===== src/rtl/vga_timing_gen.sv =====
// 640x480@60 VGA timing: divides the 100 MHz board clock into a 25 MHz pixel clock,
// runs the pixel/line counters and derives sync, bright, frame-tick and delayed copies.
module vga_timing_gen #(
    parameter int H_TOTAL    = 800,
    parameter int V_TOTAL    = 525,
    parameter int H_SYNC     = 96,
    parameter int V_SYNC     = 2,
    parameter int H_START    = 144,
    parameter int H_END      = 783,
    parameter int V_START    = 35,
    parameter int V_END      = 514,
    parameter int PIPE_DELAY = 1
) (
    input  logic       ClkPort,
    input  logic       rst,
    output logic       clk,
    output logic [9:0] hCount,
    output logic [9:0] vCount,
    output logic       hSync,
    output logic       vSync,
    output logic       bright,
    output logic       frame_tick,
    output logic       hSync_d,
    output logic       vSync_d,
    output logic       bright_d
);
    localparam logic [9:0] H_LAST    = 10'(H_TOTAL - 1);
    localparam logic [9:0] V_LAST    = 10'(V_TOTAL - 1);
    localparam logic [9:0] H_SYNC_L  = 10'(H_SYNC);
    localparam logic [9:0] V_SYNC_L  = 10'(V_SYNC);
    localparam logic [9:0] H_START_L = 10'(H_START);
    localparam logic [9:0] H_END_L   = 10'(H_END);
    localparam logic [9:0] V_START_L = 10'(V_START);
    localparam logic [9:0] V_END_L   = 10'(V_END);

    logic [1:0] div_reg, div_next;
    logic       clk_reg;
    logic [9:0] h_reg, h_next, v_reg, v_next;
    logic       step, wrap_frame;
    logic       hsync_reg, vsync_reg, bright_reg, frame_tick_reg;
    logic       hsync_next, vsync_next, bright_next;
    logic [2:0] sync_now;

    always_comb begin
        div_next   = div_reg + 2'd1;
        step       = (div_reg == 2'd3);
        h_next     = h_reg;
        v_next     = v_reg;
        wrap_frame = 1'b0;
        if (step) begin
            // Out-of-range counts fall through the >= tests and return to zero.
            if (h_reg >= H_LAST) begin
                h_next = '0;
                if (v_reg >= V_LAST) begin
                    v_next     = '0;
                    wrap_frame = (h_reg == H_LAST) && (v_reg == V_LAST);
                end else begin
                    v_next = v_reg + 10'd1;
                end
            end else begin
                h_next = h_reg + 10'd1;
                if (v_reg > V_LAST) begin
                    v_next = '0;
                end
            end
        end
        hsync_next  = (h_next >= H_SYNC_L);
        vsync_next  = (v_next >= V_SYNC_L);
        bright_next = (h_next >= H_START_L) && (h_next <= H_END_L) &&
                      (v_next >= V_START_L) && (v_next <= V_END_L);
    end

    always_ff @(posedge ClkPort) begin
        if (rst) begin
            div_reg        <= '0;
            clk_reg        <= 1'b0;
            h_reg          <= '0;
            v_reg          <= '0;
            hsync_reg      <= 1'b0;
            vsync_reg      <= 1'b0;
            bright_reg     <= 1'b0;
            frame_tick_reg <= 1'b0;
        end else begin
            div_reg        <= div_next;
            clk_reg        <= div_next[1];
            h_reg          <= h_next;
            v_reg          <= v_next;
            hsync_reg      <= hsync_next;
            vsync_reg      <= vsync_next;
            bright_reg     <= bright_next;
            frame_tick_reg <= wrap_frame;
        end
    end

    assign clk        = clk_reg;
    assign hCount     = h_reg;
    assign vCount     = v_reg;
    assign hSync      = hsync_reg;
    assign vSync      = vsync_reg;
    assign bright     = bright_reg;
    assign frame_tick = frame_tick_reg;
    assign sync_now   = {hsync_reg, vsync_reg, bright_reg};

    genvar gi;
    generate
        if (PIPE_DELAY == 0) begin : g_nodelay
            assign {hSync_d, vSync_d, bright_d} = sync_now;
        end else begin : g_delay
            logic [2:0] stage_reg [PIPE_DELAY];
            for (gi = 0; gi < PIPE_DELAY; gi++) begin : g_stage
                if (gi == 0) begin : g_first
                    always_ff @(posedge ClkPort) begin
                        if (rst)       stage_reg[0] <= '0;
                        else if (step) stage_reg[0] <= sync_now;
                    end
                end else begin : g_chain
                    always_ff @(posedge ClkPort) begin
                        if (rst)       stage_reg[gi] <= '0;
                        else if (step) stage_reg[gi] <= stage_reg[gi-1];
                    end
                end
            end
            assign {hSync_d, vSync_d, bright_d} = stage_reg[PIPE_DELAY-1];
        end
    endgenerate
endmodule


===== config.mk =====
export PLATFORM = sky130hd
export DESIGN_NAME = vga_timing_gen
export DESIGN_NICKNAME = d
export VERILOG_FILES = /design/src/rtl/vga_timing_gen.sv
export SDC_FILE = /design/constraint.sdc
export NUM_CORES = 1
export LEC_CHECK = 0
export ABC_AREA = 1
export CAP_MARGIN = 20
export CORE_ASPECT_RATIO = 1.5
export CORE_MARGIN = 3
export CORE_UTILIZATION = 30
export CTS_BUF_LIST = sky130_fd_sc_hd__clkbuf_4 sky130_fd_sc_hd__clkbuf_8
export CTS_CLUSTER_DIAMETER = 200
export DETAILED_ROUTE_END_ITERATION = 8
export SLEW_MARGIN = 20
export SYNTH_ARGS = -nofsm -noshare
export SYNTH_HDL_FRONTEND = slang
export SYNTH_SLANG_ARGS = --single-unit
export TNS_END_PERCENT = 100

===== constraint.sdc =====
create_clock -name ClkPort -period 1.7 [get_ports ClkPort]
set_input_delay 0.17 -clock ClkPort [delete_from_list [all_inputs] [get_ports ClkPort]]
set_output_delay 0.17 -clock ClkPort [all_outputs]
set_load 0.1 [all_outputs]

==> results.txt <==
RR Startpoint = hCount[1]$_SDFF_PP0_
Hold path endpoint = div_reg[0]$_SDFF_PP0_
Synthesized net count = 292
HPWL after DPL = 4300 um
Most frequent cells in the layout = 72 x nand2_1, 71 x buf_4, 41 x nor2_1
Post-synthesis adder-cell area fraction = 0.0275
Cells on worst reg2reg path = 15
Hold_sp = div_reg[0]$_SDFF_PP0_
Largest net degree at the start of global routing = 19
Global-route wire length before repair = 9290 um
Hold buffers post-CTS = 0
Detailed Route WL = 5760 um
FMAX = 572 MHz
Hold-critical path depth = 2
Share of cells above drive strength 1 = 0.463
# DRC = 0
Vias in the first global route = 2097
Final Worst Setup Slack = -0.0474 ns
Die Y = 101 um
Worst EP arrival = 1.92 ns
Register area share after synthesis = 0.335
R2R Setup Slk = -0.05 ns
WP data required = 1.87 ns
Clock latency on the worst-skew pair = 0.28 ns
Final period utilization = 1.03
CTS sink cnt = 29
Utilization after layout = 0.537
Place WS = -0.137 ns
Violated checks = setup timing
Mean area per synthesized cell = 6.37 um^2
Simple-gate portion of the synthesized area = 0.443
Number of diodes = 0
WHS = 0.520 ns
Setup crit start kind = flop
Synthesis Warnings = 0
Setup_tns = -0.0621 ns
Initial DRC count = 85
Clock-pin slew on the worst setup and hold paths = 0.07 ns
Hold crit path type = reg -> reg
Mux share of post-synthesis cell area = 0
Pwr Density = 561 mW/mm^2
Synth Area in XOR/XNOR = 0.0144
CTS Buf Count = 5
Design Area, Final = 0.00313 mm^2
Die area = 0.00706 mm^2
Syn Inst Count = 286
Antenna-violating nets left = 0
Static Leak = 1.50 nW
Number of port buffers = 29
Initial antenna violation count = 0
Largest family of logic cells by synthesized area = simple AND/OR/NAND/NOR gates
Worst flop-to-flop path endpoint = bright$_SDFF_PP0_
Fin nets = 387
Commonest non-fill, non-tap cell in the layout = nand2_1
Synth Area in Compound Gates = 0.0749
CTS tree = done
Mapped Area = 0.00182 mm^2
Worst-path fanout max = 6
RePlAce Congestion = 0.871
Final Slew Violations = 0
Max-cap violations = 0
Max clock buf depth = 2
Status = finished, violations left
Num ports = 30
Slew margin rel. = 0.756
Mean routed wirelength per cell = 12.7 um
Setup CP Type = reg -> reg
Initial Utilization = 0.312
Via count = 2134
Slew @ Worst Pin = 0.366 ns
Distinct cell type count after synthesis = 31
Floorplan row count = 34
GRT Total Usage = 0.165
Layout area overhead = 72.0%
H-tree levels = 2
Router iterations before antenna repair = 5
Final setup viols = 2
Die Wd = 69.6 um
Minimum clock period = 1.75 ns
Worst IR Drop VDD = 0.328 mV
RSZ-0062 raised after global routing = yes
Crit path capture type = flop
Fillers = 539
Core box area = 0.00583 mm^2
Grt total ovfl = 0
Hold Vio Cnt, Final = 0
Vias per inst = 4.70
Worst Skew = 0.00543 ns
Placed Area = 0.00284 mm^2
#FFs+latches synth = 29
Clock root buffer = clkbuf_8
-- worst max path at each step --
stage | start | endpoint | slack [ns]
6_report | hCount[1]$_SDFF_PP0_ | bright$_SDFF_PP0_ | -0.05
5_1_grt | div_reg[0]$_SDFF_PP0_ | bright$_SDFF_PP0_ | -0.21
4_1_cts | vCount[1]$_SDFF_PP0_ | bright$_SDFF_PP0_ | -0.07
3_5_place_dp | vCount[0]$_SDFF_PP0_ | bright$_SDFF_PP0_ | -0.14
3_3_place_gp | vCount[0]$_SDFF_PP0_ | bright$_SDFF_PP0_ | -0.13
2_1_floorplan | vCount[0]$_SDFF_PP0_ | vSync$_SDFF_PP0_ | -0.13
-- metrics by stage --
step                      power, mW  cells
after floorplan               0.971    286
after CTS                      1.76    451
after global routing           1.84    454
final                          1.76    454
after global placement         1.11    435
after detailed placement       1.11    435
-- where the power goes --
part	internal [mW]	leakage, nW	switching [mW]
Sequential	0.691	0.258	0.0196
Clock	0.366	0.0542	0.281
Combinational	0.137	1.19	0.262
-- synth_stat cells, drive strengths merged --
| master | number | area [um^2] |
|---|---|---|
| a211oi | 1 | 7.51 |
| nor4 | 1 | 6.26 |
| nand2 | 93 | 384 |
| a21oi | 7 | 38.8 |
| xor2 | 2 | 17.5 |
| dfxtp | 26 | 521 |
| inv | 39 | 146 |
| nand3 | 25 | 125 |
| xnor2 | 1 | 8.76 |
| ha | 4 | 50.1 |
| o21bai | 1 | 7.51 |
| edfxtp | 3 | 90.1 |
| o21ai | 11 | 62.6 |
| nor3 | 1 | 5.00 |
| clkbuf | 2 | 7.51 |
| a22oi | 1 | 12.5 |
| nand4 | 10 | 62.6 |
| nand3b | 1 | 7.51 |
| buf | 4 | 37.5 |
| o31ai | 1 | 7.51 |
| nor2 | 52 | 215 |
-- cells by family (layout without fill, tap and decap cells) --
group	after synthesis	in the layout
AND/OR/NAND/NOR	183	184
buffers and inverters	45	140
flip-flops	29	29
AO/OA/AOI/OAI	22	22
adder cells (fa/ha/maj)	4	4
XOR/XNOR	3	3
-- cell type report --
class / instances / area, um^2 / area share
inverter: 39 / 154 / 0.0492
clock buffer: 7 / 96.3 / 0.0308
clock inverter: 1 / 5.00 / 0.00160
multi-input combinational: 213 / 1160 / 0.369
timing repair buffer: 93 / 946 / 0.302
tap: 72 / 90.1 / 0.0288
sequential: 29 / 683 / 0.218
-- per-layer routing --
| layer | part of all wire | global-route usage |
|---|---|---|
| met5 | 0 | 0 |
| met4 | 0.039 | 0.105 |
| met3 | 0.042 | 0.0268 |
| met2 | 0.54 | 0.315 |
| met1 | 0.38 | 0.164 |
-- critical path, cell delays in order (launching register included) --
cell,delay (ns)
dfxtp_4,0.35
ha_4,0.16
nand2_2,0.08
inv_4,0.05
nand2_4,0.10
nand2_4,0.09
inv_2,0.10
nand2_2,0.08
nand2_4,0.10
nand2_2,0.06
nand2_2,0.07
inv_2,0.04
nor2_1,0.11
nor2_1,0.07
a21oi_1,0.14
nor2_1,0.06
-- timing repair --
| action | CTS | global route |
|---|---|---|
| setup buffers | 7 | 4 |
| gates cloned | 1 | 0 |
| endpoints found under the hold margin | 0 | 0 |
| endpoints found under the setup margin | 3 | 6 |
| pin swaps | 15 | 27 |
| gates resized for setup | 20 | 19 |
Power figures use the tool's default switching activity.
